### src/rtl/uart_rx.sv
// UART receive stage fed by a 16x oversampling baud tick.
// The serial line is synchronised, start bits are validated, and each bit is
// taken as the majority of three mid-period samples. A good frame produces a
// one-cycle valid strobe with the byte on data. A low stop bit produces a
// one-cycle frame_err strobe instead.
module uart_rx #(
   parameter int DATA_BITS  = 8,
   parameter int OVERSAMPLE = 16
) (
   input  logic                 clk,
   input  logic                 rst_n,
   input  logic                 tick,
   input  logic                 rx,
   output logic [DATA_BITS-1:0] data,
   output logic                 valid,
   output logic                 frame_err,
   output logic                 busy
);

   localparam int CNT_W = $clog2(OVERSAMPLE);
   localparam int IDX_W = $clog2(DATA_BITS) + 1;

   localparam logic [CNT_W-1:0] CNT_LAST = CNT_W'(OVERSAMPLE - 1);
   localparam logic [CNT_W-1:0] SAMP_A   = CNT_W'(OVERSAMPLE / 2 - 1);
   localparam logic [CNT_W-1:0] SAMP_B   = CNT_W'(OVERSAMPLE / 2);
   localparam logic [CNT_W-1:0] SAMP_C   = CNT_W'(OVERSAMPLE / 2 + 1);
   localparam logic [IDX_W-1:0] IDX_LAST = IDX_W'(DATA_BITS - 1);

   typedef enum logic [2:0] {
      IDLE,
      START,
      DATA,
      STOP,
      WAIT_HIGH
   } state_t;

   state_t               state, state_next;
   logic                 rx_meta, rx_s;
   logic [CNT_W-1:0]     cnt, cnt_next;
   logic [IDX_W-1:0]     bit_idx, bit_idx_next;
   logic [2:0]           samples, samples_next;
   logic [DATA_BITS-1:0] shift, shift_next;
   logic [DATA_BITS-1:0] data_next;
   logic                 valid_next, frame_err_next;
   logic                 maj_mid, maj_bit;

   function automatic logic maj3(input logic a, input logic b, input logic c);
      return (a & b) | (a & c) | (b & c);
   endfunction

   // START and STOP decide on the third sample tick, so the live rx_s stands
   // in for the sample that is only being captured on this edge.
   assign maj_mid = maj3(samples[0], samples[1], rx_s);
   assign maj_bit = maj3(samples[0], samples[1], samples[2]);
   assign busy    = (state != IDLE);

   // Two-flop synchroniser; idles high so reset never looks like a start bit.
   always_ff @(posedge clk or negedge rst_n) begin
      if (!rst_n) begin
         rx_meta <= 1'b1;
         rx_s    <= 1'b1;
      end else begin
         rx_meta <= rx;
         rx_s    <= rx_meta;
      end
   end

   // State and datapath registers, all loaded from the next-state logic.
   always_ff @(posedge clk or negedge rst_n) begin
      if (!rst_n) begin
         state     <= IDLE;
         cnt       <= '0;
         bit_idx   <= '0;
         samples   <= '0;
         shift     <= '0;
         data      <= '0;
         valid     <= 1'b0;
         frame_err <= 1'b0;
      end else begin
         state     <= state_next;
         cnt       <= cnt_next;
         bit_idx   <= bit_idx_next;
         samples   <= samples_next;
         shift     <= shift_next;
         data      <= data_next;
         valid     <= valid_next;
         frame_err <= frame_err_next;
      end
   end

   // Next-state logic: everything advances on tick except the WAIT_HIGH exit.
   always_comb begin
      state_next     = state;
      cnt_next       = cnt;
      bit_idx_next   = bit_idx;
      samples_next   = samples;
      shift_next     = shift;
      data_next      = data;
      valid_next     = 1'b0;
      frame_err_next = 1'b0;

      if (tick && (state == START || state == DATA || state == STOP)) begin
         if (cnt == SAMP_A) samples_next[0] = rx_s;
         if (cnt == SAMP_B) samples_next[1] = rx_s;
         if (cnt == SAMP_C) samples_next[2] = rx_s;
      end

      case (state)
         IDLE: begin
            if (tick && !rx_s) begin
               state_next = START;
               cnt_next   = CNT_W'(1);
            end
         end
         START: begin
            if (tick) begin
               cnt_next = cnt + 1'b1;
               if (cnt == SAMP_C && maj_mid) begin
                  state_next = IDLE;
                  cnt_next   = '0;
               end else if (cnt == CNT_LAST) begin
                  state_next   = DATA;
                  cnt_next     = '0;
                  bit_idx_next = '0;
               end
            end
         end
         DATA: begin
            if (tick) begin
               cnt_next = cnt + 1'b1;
               if (cnt == CNT_LAST) begin
                  cnt_next     = '0;
                  shift_next   = {maj_bit, shift[DATA_BITS-1:1]};
                  bit_idx_next = bit_idx + 1'b1;
                  if (bit_idx == IDX_LAST) begin
                     state_next = STOP;
                  end
               end
            end
         end
         STOP: begin
            if (tick) begin
               cnt_next = cnt + 1'b1;
               if (cnt == SAMP_C) begin
                  cnt_next = '0;
                  if (maj_mid) begin
                     data_next  = shift;
                     valid_next = 1'b1;
                     state_next = IDLE;
                  end else begin
                     frame_err_next = 1'b1;
                     state_next     = WAIT_HIGH;
                  end
               end
            end
         end
         WAIT_HIGH: begin
            if (rx_s) begin
               state_next = IDLE;
            end
         end
         default: begin
            state_next = IDLE;
            cnt_next   = '0;
         end
      endcase
   end

endmodule

### config.mk
export PLATFORM = sky130hd
export DESIGN_NAME = uart_rx
export DESIGN_NICKNAME = d
export VERILOG_FILES = /design/src/rtl/uart_rx.sv
export SDC_FILE = /design/constraint.sdc
export NUM_CORES = 1
export LEC_CHECK = 0
export CORE_ASPECT_RATIO = 0.5
export CORE_MARGIN = 1
export CORE_UTILIZATION = 55
export CTS_BUF_LIST = sky130_fd_sc_hd__clkbuf_8
export CTS_CLUSTER_SIZE = 16
export DETAILED_ROUTE_END_ITERATION = 16
export HOLD_SLACK_MARGIN = 0.03
export PLACE_DENSITY = 0.77
export SLEW_MARGIN = 20
export SYNTH_ARGS = -nofsm -noshare
export SYNTH_HDL_FRONTEND = slang
export SYNTH_SLANG_ARGS = --single-unit
### constraint.sdc
create_clock -name clk -period 2.2 [get_ports clk]
set_input_delay 0.44 -clock clk [delete_from_list [all_inputs] [get_ports clk]]
set_output_delay 0.44 -clock clk [all_outputs]
set_load 0.02 [all_outputs]
==> flow_summary.yaml <==
sta:
  rsz0062_at_grt: "no"
  worst_pin_slew_ns: 0.510
  final_max_slew_viol_count: 0
  setup_viol: 0
  timing.final.crit_period_ns: 2.00
  final_hold_viol_count: 0
  skew_ns: 0.00524
  setup_tns_ns: 0
  fmax_mhz: 500
  period_share_pct: 91.0
  max_slew_margin_pct: 65.9
clock_tree:
  cts_buffer_depth: 2
  clock_latency_ns: 0.29
  cts-root-buf: "clkbuf_8"
  cts_hold_buf: 0
  cts.clk_slew.worst_paths_ns: 0.07
  cts_setup_buffers: 0
  cts_made_buffers: 5
  clock-sinks: 34
  ctsHtreeMaxLevel: 2
  cts.repair.resized: 0
  cts_tree: "built"
place:
  hpwl_um: 2060
  io_buffer_count: 14
  gp_congestion: 0.839
  dpl_cell_area_um2: 1850
setup_path:
  critical_path.max_stage_delay_ns: 0.54
  ff2ff_setup_slack_ns: 0.34
  crit_chain: "or3_1 > clkdlybuf4s50_1"
  crit_type: "reg2out"
  critPathRequiredTime_ns: 1.76
  slowest_stage: "clkdlybuf4s50_1"
  rr_startpoint: "cnt[0]$_DFFE_PN0P_"
  cp_max_fo: 2
  crit_path_start_kind: "register"
  r2r_end: "cnt[1]$_DFFE_PN0P_"
  arrival_ns: 1.56
  worstRegToRegCells: 5
  crit_start: "state[2]$_DFFE_PN0P_"
  cp-end-kind: "output port"
grt:
  grt_pass1_vias: 1023
  grt_pass1_wl_um: 4760
  grtUsageTotal_pct: 20.7
  antenna_found_initial: 0
  overflow: 0
  grt_max_degree: 35
floorplan:
  dieArea_um2: 3250
  die_h_um: 40.8
  ioPinCount: 15
  core_area_um2: 2720
  rows: 13
  die_x_um: 79.6
  start_util_pct: 61.0
power_and_ir_drop:
  p_int_mw: 1.20
  p_total_mw: 1.80
  p_switching_mw: 0.594
  p_leak_nw: 0.931
  swShare_pct: 33.1
  pwr-share-comb_pct: 27.7
  p_seq_share_pct: 45.2
  ir_drop_mv: 0.552
  power_frac_clock_pct: 27.0
  p_per_area_nw_per_um2: 923
synth:
  synth_flop_cell: "dfrtp_1"
  yosys.area.top_type: "dfrtp_1"
  synth.distinct_cells: 43
  syn_avg_cell_area_um2: 11.7
  syn-num-nets: 149
  syn_area_um2: 1660
  synthArstFlopShare_pct: 100
  synth_top_cells_by_area: "dfrtp_1 48%, mux2_2 14%, dfstp_2 3.2%, ha_1 3.0%, nand2b_1 2.3%"
  yosysTopAreaCellShare_pct: 48.3
  yosys_warnings: 0
  ys_ff_latch: 34
  syn_inst: 141
  synthTopCellsByCount: "32 x dfrtp_1, 20 x mux2_2, 9 x nor2_1, 6 x nand2b_1"
  synth.most_common_cell: "dfrtp_1"
  ys_seq_area_share_pct: 51.5
  synth-edff-count: 0
hold_path:
  hp-start: "rx_meta$_DFF_PN1_"
  holdCritPathClass: "reg2reg"
  hold_depth: 0
  holdPathEnd: "rx_s$_DFF_PN1_"
final_layout:
  drive_above_1_share_pct: 24.8
  antenna_cells: 0
  final_area_um2: 1950
  syn2layout_area_growth_pct: 17.5
  fin_nets: 168
  fillers: 196
flow_run:
  max_cap_violations: 0
routing:
  drtAntennaViolNets: 0
  wl_per_cell_um: 15.3
  first_pass_iters: 4
  post-route-drc-count: 0
  first_iter_violations: 61
  vias: 1130
  finalWirelength_um: 3020
  vias_per_cell: 5.71
outcome:
  outcome: "completed"
==> critical path, delay by kind of cell, from the launching register on <==
| family | cells | cell delay, ns |
|---|---|---|
| buffers and inverters | 1 | 0.54 |
| AND/OR/NAND/NOR | 1 | 0.36 |
| flip-flops | 1 | 0.37 |
==> power by group through the flow <==
| stage | logic, mW | clock network, mW | registers (mW) |
|---|---|---|---|
| final | 0.498 | 0.486 | 0.813 |
| after detailed placement | 0.489 | 0 | 0.823 |
| after CTS | 0.495 | 0.496 | 0.812 |
| after global routing | 0.555 | 0.525 | 0.827 |
| after floorplan | 0.412 | 0 | 0.776 |
| after global placement | 0.480 | 0 | 0.816 |
==> flip-flops by register name (all words and copies together), names as in the netlist <==
name / count
cnt: 4
rx_meta: 1
state: 3
rx_s: 1
data: 8
shift: 8
valid: 1
frame_err: 1
samples: 3
bit_idx: 4
==> final cells by class <==
cell class	count	area (µm²)	area share, %
Clock inverter	2	12.5	0.643
Tap cell	37	46.3	2.38
Clock buffer	6	82.6	4.24
Multi-Input combinational cell	95	743	38.2
Timing Repair Buffer	19	190	9.77
Inverter	5	18.8	0.964
Sequential cell	34	853	43.8
==> placed cells by master, fill, tap and decap left out, types with 2 or more instances in the layout <==
cell	instances
ha_1	4
a2bb2oi_1	2
nand2_1	5
or3_1	2
nor3_1	5
clkdlybuf4s50_1	14
a21o_1	2
nand3b_1	2
o311ai_0	2
inv_1	5
mux2_2	20
a221oi_1	3
nor2_1	9
o22ai_1	2
o21ai_0	4
dfstp_2	2
o21ai_1	2
clkbuf_8	6
dfrtp_1	32
buf_4	4
nand3_1	4
a22o_1	2
nand2b_1	6
==> metrics by stage <==
step,utilization (%),hold slack [ns],worst slack [ns],cells
2_1_floorplan,-,0.144,0.540,141
3_3_place_gp,68.2,0.346,0.120,190
3_5_place_dp,68.2,0.351,0.0490,190
4_1_cts,71.7,0.361,0.191,198
5_1_grt,71.7,0.357,0.181,198
6_report,71.7,0.355,0.199,198
==> worst max path at each step <==
stage / cells past startpoint / to / slack [ns]
after floorplan: 5 / cnt[1]$_DFFE_PN0P_ / 0.54
after global placement: 5 / samples[0]$_DFFE_PN0P_ / 0.12
after detailed placement: 5 / samples[0]$_DFFE_PN0P_ / 0.05
after CTS: 2 / busy / 0.19
after global routing: 2 / busy / 0.18
final: 2 / busy / 0.20
==> metal layers <==
metal | global-route usage [%] | wire length (µm) | vias to the layer above
li1 | - | - | 553
met1 | 26.7 | 1550 | 561
met2 | 34.2 | 1350 | 14
met3 | 6.67 | 110 | 2
met4 | 6.82 | 12 | 0
met5 | 0 | 0 | -
==> cell families (layout without fill, tap and decap cells) <==
logic type	count (synthesis)	after routing	share of synthesized area (%)
and+or+nand+nor	44	44	15.9
muxes	20	20	13.6
adders and majority gates	6	6	4.31
buffers and inverters	12	32	3.63
AOI/OAI and AO/OA	25	25	11.1
DFF	34	34	51.5
Note: power is estimated with default switching activity, not from simulation.
